==> config.mk <==
export PLATFORM = sky130hd
export DESIGN_NAME = riscv_fetch_unit
export DESIGN_NICKNAME = d
export VERILOG_FILES = /design/src/rtl/riscv_fetch_unit.sv
export SDC_FILE = /design/constraint.sdc
export NUM_CORES = 1
export LEC_CHECK = 0
export CAP_MARGIN = 20
export CORE_ASPECT_RATIO = 1.1
export CORE_MARGIN = 2
export CORE_UTILIZATION = 37
export DETAILED_ROUTE_END_ITERATION = 16
export GPL_TIMING_DRIVEN = 0
export MAX_ROUTING_LAYER = met4
export PLACE_DENSITY = 0.6
export SLEW_MARGIN = 30
export SYNTH_ARGS = -nofsm -noshare
export SYNTH_HDL_FRONTEND = slang
export SYNTH_SLANG_ARGS = --single-unit
==> constraint.sdc <==
create_clock -name clk -period 9.5 [get_ports clk]
set_input_delay 1.9 -clock clk [delete_from_list [all_inputs] [get_ports clk]]
set_output_delay 1.9 -clock clk [all_outputs]
set_load 0.01 [all_outputs]
==> src/rtl/riscv_fetch_unit.sv <==
// riscv_fetch_unit: fetch PC sequencing, imem request/response handshake and prefetch FIFO feeding the decoder.
module riscv_fetch_unit #(
  parameter logic [31:0] RESET_PC   = 32'h0000_0000,
  parameter int          FIFO_DEPTH = 4
) (
  input  logic                          clk,
  input  logic                          reset,
  output logic                          imem_req,
  output logic [31:0]                   imem_addr,
  input  logic                          imem_gnt,
  input  logic                          imem_rvalid,
  input  logic [31:0]                   imem_rdata,
  input  logic                          redirect,
  input  logic [31:0]                   redirect_pc,
  input  logic                          stall,
  output logic                          push_ops,
  output logic [31:0]                   opcode,
  output logic [31:0]                   pc_out,
  output logic [$clog2(FIFO_DEPTH):0]   fifo_count
);
  localparam int AW = $clog2(FIFO_DEPTH);
  localparam logic [31:0] BASE_PC = {RESET_PC[31:2], 2'b00};
  typedef enum logic {RUN, DRAIN} state_t;
  state_t state;
  logic [31:0] fetch_pc, out_pc, target;
  logic [AW:0] outstanding, drop_cnt, drop_next;
  logic [AW-1:0] wr_ptr, rd_ptr;
  logic [31:0] mem [FIFO_DEPTH];
  logic [AW+1:0] credit;
  logic gnt, push, pop;
  assign imem_addr = fetch_pc;
  always_comb begin
    credit = {1'b0, outstanding} + {1'b0, fifo_count};
    imem_req = !reset && state == RUN && !redirect && credit < (AW+2)'(FIFO_DEPTH);
    gnt = imem_req && imem_gnt;
    push = state == RUN && imem_rvalid && !redirect;
    pop = fifo_count != '0 && !stall && !redirect;
    target = {redirect_pc[31:2], 2'b00};
    // a grant coinciding with a redirect is still in flight and must be dropped later
    drop_next = state == RUN ? outstanding + (AW+1)'(imem_gnt) - (AW+1)'(imem_rvalid)
                             : drop_cnt - (AW+1)'(imem_rvalid);
  end
  always_ff @(posedge clk)
    if (push) mem[wr_ptr] <= imem_rdata;
  always_ff @(posedge clk or posedge reset) begin
    if (reset) begin
      state       <= RUN;
      fetch_pc    <= BASE_PC;
      out_pc      <= BASE_PC;
      outstanding <= '0;
      drop_cnt    <= '0;
      wr_ptr      <= '0;
      rd_ptr      <= '0;
      fifo_count  <= '0;
      push_ops    <= 1'b0;
      opcode      <= '0;
      pc_out      <= BASE_PC;
    end else begin
      push_ops <= pop;
      if (pop) begin
        opcode <= mem[rd_ptr];
        pc_out <= out_pc;
      end
      if (redirect) begin
        fetch_pc    <= target;
        out_pc      <= target;
        wr_ptr      <= '0;
        rd_ptr      <= '0;
        fifo_count  <= '0;
        outstanding <= '0;
        drop_cnt    <= drop_next;
        state       <= drop_next == '0 ? RUN : DRAIN;
      end else begin
        if (gnt) fetch_pc <= fetch_pc + 32'd4;
        if (pop) begin
          out_pc <= out_pc + 32'd4;
          rd_ptr <= rd_ptr + 1'b1;
        end
        if (push) wr_ptr <= wr_ptr + 1'b1;
        fifo_count <= fifo_count + (AW+1)'(push) - (AW+1)'(pop);
        if (state == RUN) outstanding <= outstanding + (AW+1)'(gnt) - (AW+1)'(imem_rvalid);
        else begin
          drop_cnt <= drop_next;
          if (drop_next == '0) state <= RUN;
        end
      end
    end
  end
endmodule

Word level (Yosys, flattened, before mapping) --
Memories as Yosys holds them, arrays and structs flattened. A register that Yosys moved wholly into a read port is not among the register bits. Index checks and enable logic that the tools add are counted.
Storage, ports and cells: input port bits 70, memories kept 1, flip-flop bits (word level) 111, memory bits (writable) 128
Operators by class: eq/ne operators 1, add/sub/neg operators 12, reduce and logical (&&, ||, !) cells 17, bitwise logic cells 1, mux-type cells 19, magnitude comparators 1
Memory list:
- mem | words 4, width 32, read ports 1, clocked after memory_dff 1, write ports 1, RTL line 28 | logic [31:0] mem [FIFO_DEPTH];
Operator list (number):
- 32-bit 2-to-1 mux | 4
- 32-bit by 3-bit adder with 32-bit output, second input constant | 2
- 3-bit 2-to-1 mux | 6
- 3-bit by 1-bit subtractor with 3-bit output | 4
- 3-bit by 1-bit adder with 3-bit output | 3
- 1-bit logical AND | 8
- 2-bit 2-to-1 mux | 4
- 2-bit nonzero test | 4
- 1-bit 2-to-1 mux | 5
- 2-bit by 1-bit adder with 2-bit output, second input constant | 2
- 3-bit by 3-bit adder with 4-bit output | 1
- 4-bit by 3-bit < comparator with 1-bit output, second input constant | 1
- 1-bit logical NOT | 3
- 3-bit logical NOT | 1
- 3-bit nonzero test | 1
- 2-bit != test, second input constant | 1
- 1-bit inverter | 1

Logic depth before layout (Yosys ltp) --
depth in word-level cells 9, mapped depth 12, mapped depth without buffers 11

Worst setup path before layout --
Ideal clock, no wire load.
kind in2out, from input redirect, to output imem_req, cell stages on the path 2, slack 5.192 ns, arrival 2.408 ns, cell sequence nor4_2 > and3_1
On the way: longest elaborated chain between the ends 3
Ends and longest elaborated chain:
- start, declared | RTL line 13 | input logic redirect,
- 1-bit logical NOT | RTL line 34 | imem_req = !reset && state == RUN && !redirect && credit < (AW+2)'(FIFO_DEPTH);
- 1-bit logical AND (2 in a row) | RTL line 34
- end, declared | RTL line 8 | output logic imem_req,
No other way between the ends.

Final worst setup path --
Ends and elaborated chain as after synthesis.

==> results.yml <==
status:
  outcome: "finished, final reports clean"
sta:
  rsz0062_at_grt: "false"
  max_slew.worst_pin.slew_ps: 825.4
  hold_viol: 0
  maxSlewHeadroom: 0.4467
  slew_violations: 0
  finalSetupViolations: 0
  fin_worst_skew_ps: 23.05
  max_freq_ghz: 0.1782
  fin_crit_ps: 5613
  period_share: 0.5908
  tns_ps: 0
clocking:
  clkTransAtPathRegs_ps: 60
  clk_path_buf_depth: 3
  cts_hold_buf: 0
  postCtsSetupBuffers: 0
  cts_resized: 0
  cts_made_buffers: 28
  cts_tree: "done"
  clkLatencyLatePin_ps: 560
  cts_sinks: 265
  htreeDepth: 1
  clk_root_buffer_cell: "clkbuf_16"
synth:
  synth.most_common_cell: "dfrtp_1"
  yosys-top-cells-area: "edfxtp_1, dfrtp_1, mux4_2, mux2_2, o21ai_0"
  ys_warn_count: 0
  synthArstFlopShare: 0.5170
  ys_types: 50
  synth-edff-count: 128
  netlist_instances: 783
  syn-cell-area_sq_um: 11320
  synth_area_leader_cell: "edfxtp_1"
  seq_area_frac_synth: 0.6423
  yosys_most_used_dff: "dfrtp_1"
  syn_avg_cell_area_sq_um: 14.46
  synth_top_area_share: 0.3395
  synthTopCellsByCount: "dfrtp_1, edfxtp_1, mux2_2, nand2_1, o21ai_0"
  synth_seq_cells: 265
detailed_routing:
  postRouteAntennaNets: 0
  dr.first_iter.drc_count: 470
  num_vias: 7275
  wirelength_um: 28090
  remaining_drc_errors: 0
  wl_per_cell_um: 19.75
  viasPerCell: 5.116
  drtPass1Iterations: 4
worst_setup_path:
  r2r_start: "fifo_count[1]$_DFF_PP0_"
  crit_buf_inv: 2
  cp_slowest_cell: "clkdlybuf4s50_1"
  critPathMaxStageDelay_ps: 650
  worstPathCellList: "clkdlybuf4s50_1 > nor4_2 > and3_1 > clkdlybuf4s50_1"
  critPathArrivalTime_ps: 3710
  r2r_end: "outstanding[2]$_DFFE_PP0P_"
  end_kind: "output pin"
  critPathLaunch: "redirect"
  worstSetupStartpointType: "input port"
  cp_max_fo: 6
  r2r_slack_ps: 6160
  critPathRequiredTime_ps: 7600
  cpMostUsedCell: "clkdlybuf4s50_1"
  crit_type: "in2out"
  r2r_cells: 12
  cp_num_cells: 4
  crit_family: "buffers and inverters"
  crit_end: "imem_req"
floorplanning:
  die_y_um: 187.5
  die-area_sq_um: 32020
  start_util: 0.3741
  fp.dieW_um: 170.8
  placementRows: 67
  core_area_sq_um: 30260
  io_pins: 171
power:
  vdd_drop_max_v: 0.0001499
  p_leak_nw: 5.457
  power_mw: 3.704
  cellPowerDensity_nw_per_um2: 253.4
finish:
  post-route-util: 0.4830
  multi_input_area_sq_um: 3830
  stdcell_area_sq_um: 14620
  nets: 1075
  regArea_sq_um: 7272
  syn2layout_area_growth_pct: 29.10
  fillers: 2687
  drive_above_1_share: 0.1768
global_route:
  grt-ovfl-total: 0
  antenna_found_initial: 1
  grt_pass1_vias: 7531
  grt_max_degree: 72
  track_usage: 0.1827
  grt_pass1_wl_um: 43420
worst_hold_path:
  hold_class: "reg2reg"
placed_design:
  io_buffers: 164
  gp_congestion: 0.8825
  dpl_cell_area_sq_um: 13660
  dp_hpwl_um: 19850
run:
  cap_violations: 0
worst register-to-register path, cell delays in order, from the launching register on:
cell and delay [ps]:
dfrtp_1 480, ha_1 330, nand3_1 90, and4_1 290, inv_2 140, clkbuf_1 500
ha_1 220, inv_1 40, ha_1 190, fa_1 370, xor2_1 150, or3_1 310
a21oi_1 160
sequential cells by signal, indices dropped and copies added (netlist names):
| signal | count |
|---|---|
| drop_cnt | 3 |
| fifo_count | 3 |
| imem_addr | 30 |
| mem | 128 |
| opcode | 32 |
| out_pc | 30 |
| outstanding | 3 |
| pc_out | 30 |
| push_ops | 1 |
| rd_ptr | 2 |
| state | 1 |
| wr_ptr | 2 |
cell type report:
cell class | instances | area share
tap | 414 | 0.03544
clock inverter | 12 | 0.01250
inverter | 18 | 0.005136
timing repair buffer | 170 | 0.1231
sequential | 265 | 0.4975
multi-input combinational | 466 | 0.2620
antenna | 1 | 0.0001712
buffer | 37 | 0.01198
clock buffer | 39 | 0.05213
metrics by stage:
stage                     worst slack (ps)  hold slack [ps]  cells
after global routing                  3843            517.6   1422
after CTS                             3893            508.7   1421
final                                 3887            504.6   1422
after detailed placement              3906            495.5   1370
after global placement                1442            490.1   1364
after floorplan                       3932            497.0    786
layer usage:
layer  routed length [um]  up-vias  global-route usage
met4                  697        0             0.05293
met1                11520     3667              0.2288
met3                 1796       46             0.04126
met2                14080      207              0.2973
met5                    0        -                   -
li1                     -     3355                   -
report_power, final:
| part | switching [mW] | leakage [nW] | internal, mW | total (mW) |
|---|---|---|---|---|
| Sequential | 0.154 | 2.83 | 1.41 | 1.57 |
| Combinational | 0.441 | 2.17 | 0.579 | 1.02 |
| Clock | 0.448 | 0.461 | 0.669 | 1.12 |
kinds of logic (layout without fill, tap and decap cells):
logic type | Yosys count | in the layout | share of synthesized area
XOR/XNOR | 38 | 38 | 0.02940
flip-flops | 265 | 265 | 0.6423
other | 1 | 5 | 0.0003312
buffers and inverters | 55 | 276 | 0.02144
AND/OR/NAND/NOR | 203 | 203 | 0.09791
multiplexers | 100 | 100 | 0.1307
adder cells (fa/ha/maj) | 19 | 19 | 0.02299
AO/OA/AOI/OAI | 102 | 102 | 0.05492
worst min path at each step:
stage | startpoint | endpoint | slack (ps) | cells after the start
final | pc_out[15]$_DFFE_PP0P_ | pc_out[15]$_DFFE_PP0P_ | 500 | 1
after global routing | opcode[9]$_DFFE_PP0P_ | opcode[9]$_DFFE_PP0P_ | 520 | 1
after CTS | opcode[9]$_DFFE_PP0P_ | opcode[9]$_DFFE_PP0P_ | 510 | 1
after detailed placement | opcode[9]$_DFFE_PP0P_ | opcode[9]$_DFFE_PP0P_ | 500 | 1
after global placement | opcode[9]$_DFFE_PP0P_ | opcode[9]$_DFFE_PP0P_ | 490 | 1
after floorplan | out_pc[31]$_DFFE_PP0N_ | pc_out[31]$_DFFE_PP0P_ | 500 | 1
cell usage in the layout (no fill, tap or decap), drive strengths merged, types with 16 or more instances in the layout:
cell type      instances
and3                  17
buf                   26
clkbuf                56
clkdlybuf4s50        164
dfrtp                137
edfxtp               128
ha                    16
inv                   17
mux2                  63
mux4                  32
nand2                 62
nand3                 25
nand4                 22
nor2                  31
o21ai                 52
xor2                  24
Power figures use the tool's default switching activity.
